$ cat src/rtl/irq_ctrl.sv
`default_nettype none
// ============================================================================
// Module   : irq_ctrl
// Purpose  : Game Boy interrupt controller. Captures rising edges on the five
//            peripheral interrupt lines into IF (0xFF0F), holds the enable
//            mask IE (0xFFFF), picks the highest-priority pending and enabled
//            source, and runs a request/acknowledge dispatch handshake with
//            the CPU core. The master enable (IME) lives in the CPU.
// Revision : 1.0 - initial release
// ----------------------------------------------------------------------------
// Ports:
//   clk        in   1  CPU clock
//   reset      in   1  asynchronous, active-high reset
//   irq_src    in   5  VBlank, LCD STAT, timer, serial, joypad (rising edge)
//   cpu_sel_if in   1  CPU selects IF
//   cpu_sel_ie in   1  CPU selects IE
//   cpu_wr     in   1  write strobe, qualified by a select
//   cpu_di     in   8  write data
//   cpu_do     out  8  read data (0xFF when nothing selected)
//   irq_req    out  1  dispatch request to the CPU
//   irq_vec    out  8  vector of the latched source, valid while irq_req=1
//   irq_ack    in   1  single-cycle dispatch accept from the CPU
//   wake       out  1  any pending and enabled source (HALT/STOP exit)
// ============================================================================
module irq_ctrl #(
    parameter logic [7:0] VEC_BASE   = 8'h40,
    parameter logic [7:0] VEC_STRIDE = 8'h08
) (
    input  logic       clk,
    input  logic       reset,
    input  logic [4:0] irq_src,
    input  logic       cpu_sel_if,
    input  logic       cpu_sel_ie,
    input  logic       cpu_wr,
    input  logic [7:0] cpu_di,
    output logic [7:0] cpu_do,
    output logic       irq_req,
    output logic [7:0] irq_vec,
    input  logic       irq_ack,
    output logic       wake
);

    typedef enum logic [1:0] {
        ST_IDLE = 2'd0,
        ST_REQ  = 2'd1,
        ST_GAP  = 2'd2
    } state_t;

    state_t     state_q, state_d;
    logic [4:0] if_q, if_d;
    logic [7:0] ie_q, ie_d;
    logic [4:0] src_prev_q;
    logic [2:0] idx_q, idx_d;
    logic [7:0] vec_q, vec_d;
    logic       wake_q, wake_d;

    logic [4:0] set_mask;
    logic [4:0] active;
    logic [4:0] active_d;
    logic [4:0] idx_mask;
    logic [2:0] win_idx;
    logic       ack_take;

    always_comb begin
        set_mask = irq_src & ~src_prev_q;
        active   = if_q & ie_q[4:0];
        idx_mask = 5'b00001 << idx_q;
        ack_take = (state_q == ST_REQ) && irq_ack;

        // Lowest set bit wins: scan from lowest priority upward so the
        // last assignment is the highest-priority pending source.
        win_idx = 3'd0;
        for (int i = 4; i >= 0; i--) begin
            if (active[i]) begin
                win_idx = 3'(i);
            end
        end

        ie_d = ie_q;
        if (cpu_sel_ie && cpu_wr) begin
            ie_d = cpu_di;
        end

        // Write, then ack clear, then edge set: a source edge always survives
        // a coincident clearing write or acknowledge.
        if_d = if_q;
        if (cpu_sel_if && cpu_wr) begin
            if_d = cpu_di[4:0];
        end
        if (ack_take) begin
            if_d = if_d & ~idx_mask;
        end
        if_d = if_d | set_mask;

        active_d = if_d & ie_d[4:0];
        wake_d   = |active_d;

        state_d = state_q;
        idx_d   = idx_q;
        vec_d   = vec_q;
        case (state_q)
            ST_IDLE: begin
                if (|active) begin
                    state_d = ST_REQ;
                    idx_d   = win_idx;
                    vec_d   = VEC_BASE + ({5'b00000, win_idx} * VEC_STRIDE);
                end
            end
            ST_REQ: begin
                // Vector stays frozen here; a cancelled source drops the
                // request and re-arbitration happens from IDLE.
                if (irq_ack) begin
                    state_d = ST_GAP;
                end else if ((active_d & idx_mask) == 5'b00000) begin
                    state_d = ST_IDLE;
                end
            end
            ST_GAP: begin
                state_d = ST_IDLE;
            end
            default: begin
                state_d = ST_IDLE;
            end
        endcase
    end

    always_ff @(posedge clk or posedge reset) begin
        if (reset) begin
            state_q    <= ST_IDLE;
            if_q       <= 5'b00000;
            ie_q       <= 8'h00;
            src_prev_q <= 5'b00000;
            idx_q      <= 3'd0;
            vec_q      <= 8'h00;
            wake_q     <= 1'b0;
        end else begin
            state_q    <= state_d;
            if_q       <= if_d;
            ie_q       <= ie_d;
            src_prev_q <= irq_src;
            idx_q      <= idx_d;
            vec_q      <= vec_d;
            wake_q     <= wake_d;
        end
    end

    always_comb begin
        if (cpu_sel_if) begin
            cpu_do = {3'b111, if_q};
        end else if (cpu_sel_ie) begin
            cpu_do = ie_q;
        end else begin
            cpu_do = 8'hFF;
        end
    end

    assign irq_req = (state_q == ST_REQ);
    assign irq_vec = vec_q;
    assign wake    = wake_q;

endmodule
`default_nettype wire

$ cat config.mk
export PLATFORM = sky130hd
export DESIGN_NAME = irq_ctrl
export DESIGN_NICKNAME = d
export VERILOG_FILES = /design/src/rtl/irq_ctrl.sv
export SDC_FILE = /design/constraint.sdc
export NUM_CORES = 1
export LEC_CHECK = 0
export ABC_CLOCK_PERIOD_IN_PS = 1800
export CAP_MARGIN = 20
export CELL_PAD_IN_SITES_DETAIL_PLACEMENT = 1
export CELL_PAD_IN_SITES_GLOBAL_PLACEMENT = 2
export CORE_ASPECT_RATIO = 0.7
export CORE_MARGIN = 3
export CORE_UTILIZATION = 28
export DETAILED_ROUTE_END_ITERATION = 8
export GPL_TIMING_DRIVEN = 0
export PLACE_DENSITY_LB_ADDON = 0.1
export SLEW_MARGIN = 20
export SYNTH_ARGS = -nofsm -noshare
export SYNTH_HDL_FRONTEND = slang
export SYNTH_SLANG_ARGS = --single-unit
$ cat constraint.sdc
create_clock -name clk -period 1.8 [get_ports clk]
set_input_delay 0.27 -clock clk [delete_from_list [all_inputs] [get_ports clk]]
set_output_delay 0.27 -clock clk [all_outputs]
set_load 0.005 [all_outputs]
==> impl_results.md <==
- Worst Path Max Fanout: 8
- Primary FF master, synth: dfrtp_1
- Final worst-path cycle share: a little over nine tenths
- Top post-synthesis cells by count: 25 x dfrtp_1, 13 x inv_1, 8 x nand2b_1, 8 x nor2_1
- Status: finished clean
- Synthesis-stage register bit count: 25
- Worst Max-Slew Pin Slew: roughly 0.55 ns
- Area contributors post-synth: dfrtp_1 49%, mux2i_1 3.9%, nand2b_1 3.9%
- Area added between synthesis and finish: 37.5%
- Register area share after synthesis: about half
- Worst EP arrival: 1.46 ns
- Slack of the critical path: 0.0749 ns
- Synthesis warning total: 0
- Complex-gate fraction of the synthesized area: between 10% and 20%
- First-pass GRT wire length: around 6300 um
- Max-cap viol count: 0
- Num CTS Buffers: 3
- Asr flop ratio synth: between 90% and 100%
- CTS Hold Bufs: 0
- IO Pins: 37
- IO buf count: 31
- Setup violations, final: 0
- Hold Fails Final Rpt: 0
- Post-route ant nets: 0
- DP Wirelength: between 2000 and 3000 um
- Initial Util: 30.9%
- Number of global-route vias before repair: around 1200
- Drt total wl: 3680 um
- Largest net degree at the start of global routing: 26
- Wirelength per Cell: 16.9 um
- Layout Nets: 186
- CTS Buffer Depth: 2
- Simple-gate share of the synthesized area: between 15 and 20%
- Share of cells above drive strength 1: roughly 20%
- Rows: 19
- Clock skew: between 0.007 and 0.008 ns
- Mux cell area share after synthesis: roughly 7.4%
- ANT cells: 0
- Max-slew violations: 0
- Number of distinct library cells after synthesis: 38
- Dpl ws: -0.430 ns
- Drt via density: 5.12
- Die area: between 0.005 and 0.006 mm^2
- DRC errors left: 0
- Area after DPL: about 0.0017 mm^2
- Syn Std Cell Area: 0.00128 mm^2
- Die Y: approximately 63 um
- Fmax: 0.580 GHz
- Post-synth top area cell: dfrtp_1
- CTS root buf: clkbuf_8
- Top-count cell post-synth: dfrtp_1
- DR pass1 iterations: 4
- Top cell type's share of synthesized area: around half
- Worst setup path class: in2out
- Post-synth EDFFs: 0
- Skew-Pair Late Insertion Delay: roughly 0.28 ns
- Slew HR: a little under two thirds
- Synthesized area per cell: around 10 um^2
- PwrDens: 1080 mW/mm^2
- Die width: 86.9 um
- Synth Area in Adders: 0%
- Largest family of logic cells by synthesized area: compound AO/OA/AOI/OAI gates
- Placeable core area: roughly 0.0042 mm^2
- Crit. End Element: output port
- Final GP Congestion: around 0.77
- Worst path required time: 1.53 ns
- CTS tree: yes
- Post-placement cell count: approximately 210
- Max VDD drop: about 0.00052 V
- Critical Path Start Type: input port
- Min cycle time layout: roughly 1.7 ns
- Htree depth: 1
- Post-synthesis cell count: 127
- Global-route usage over all layers: 14.9%
- Fin cells: ~220
- Fin area: approximately 0.0018 mm^2
- Worst-path clk slew: 0.10 ns
- Initial antenna violation count: 0
- DR vias: ~1100
- Leakage: 0.822 nW
- Hold slack: between 0.3 and 0.4 ns
- Initial DRC count: 49
- Clock Sinks: 25
- Worst min path class: in2async
- Synth Area in XOR/XNOR: 0%
- Global route overflow: 0
-- state kept, by name (all words and copies together), names as in the netlist --
name	cells
idx_q	2
wake	1
ie_q	8
state_q	2
irq_vec	2
src_prev_q	5
if_q	5
-- kinds of logic (layout without fill, tap and decap cells) --
group | Yosys count | count (layout)
and+or+nand+nor | 40 | 40
AOI/OAI and AO/OA | 33 | 33
DFF | 25 | 25
buffers and inverters | 19 | 55
muxes | 9 | 9
other | 1 | 4
-- metal layers --
layer  track usage [%]  part of all wire, %  vias up
met5                 0                    0        -
met4              4.09                 0.57        0
met3              3.95                  5.4        4
met2              21.5                   44       33
met1              21.8                   50      560
li1                  -                    -      520
-- critical path: stages --
cell and delay (ns):
dlygate4sd2_1 0.25, buf_6 0.11, nand2b_4 0.15, nor2_1 0.05, a21oi_1 0.10, clkdlybuf4s50_1 0.51
-- power by group --
group	switching, W	leakage [nW]	internal, W
clock	0.000196	0.0261	0.000163
sequential	0.000160	0.281	0.000682
combinational	0.000313	0.514	0.000384
total	0.000669	0.822	0.00123
-- layout by cell type, fill, tap and decap left out, types with 2 or more instances in the layout --
| cell type | Yosys | layout |
|---|---|---|
| buf_4 | 5 | 6 |
| nor2b_1 | 2 | 2 |
| inv_1 | 13 | 12 |
| clkbuf_8 | 0 | 3 |
| nand2_1 | 7 | 7 |
| clkdlybuf4s50_1 | 0 | 22 |
| a21oi_1 | 7 | 7 |
| or2_2 | 3 | 3 |
| o31ai_1 | 2 | 2 |
| mux2_2 | 4 | 4 |
| o22ai_2 | 1 | 2 |
| and3_1 | 2 | 2 |
| o22ai_1 | 3 | 2 |
| dlygate4sd2_1 | 0 | 5 |
| conb_1 | 1 | 4 |
| nor2_1 | 8 | 8 |
| nand2_2 | 2 | 2 |
| dfrtp_1 | 25 | 20 |
| mux2i_1 | 5 | 5 |
| o21ai_0 | 2 | 2 |
| dfrtp_2 | 0 | 5 |
| a22oi_1 | 2 | 2 |
| a21o_1 | 2 | 2 |
| a211oi_1 | 3 | 3 |
| nand2b_1 | 8 | 7 |
| dlymetal6s2s_1 | 0 | 4 |
| a32oi_1 | 2 | 2 |
| nor3_1 | 2 | 2 |
-- path summary, 6_finish.rpt --
check | to | slack (ns) | from | cells after the start
min | ie_q[6] | 0.35 | reset | 2
max | cpu_do[4] | 0.07 | cpu_sel_if | 6
max in group asynchronous | idx_q[0] | 1.04 | reset | 2
min in group clk | ie_q[0] | 0.40 | cpu_wr | 3
max reg2reg | wake | 0.10 | irq_vec[5] | 5
min reg2reg | irq_vec[6] | 0.47 | irq_vec[6] | 1
-- cell type report --
cell class	count	area, um^2
tap	52	65.1
buffer	6	48.8
fill	468	2390
clock buffer	3	41.3
clock inverter	1	8.76
inverter	13	48.8
multi-input combinational	86	599
timing repair buffer	32	322
sequential	25	632
-- metrics by stage --
stage | util (%) | power [W] | TNS [ns]
detailed placement | 40.2 | 0.00151 | -3.64
global placement | 40.2 | 0.00148 | -3.51
global route | 42.4 | 0.00206 | -0.00874
finish | 42.4 | 0.00190 | 0
floorplan | - | 0.00117 | 0
CTS | 41.6 | 0.00188 | 0
-- what timing repair did --
action | 4_1_cts | 5_1_grt
setup endpoints to repair | 8 | 7
gates resized for setup | 7 | 13
pin swaps | 0 | 2
hold endpoints to repair | 0 | 0
setup buffers | 1 | 0
No activity file was read; power rests on OpenSTA's default activity.
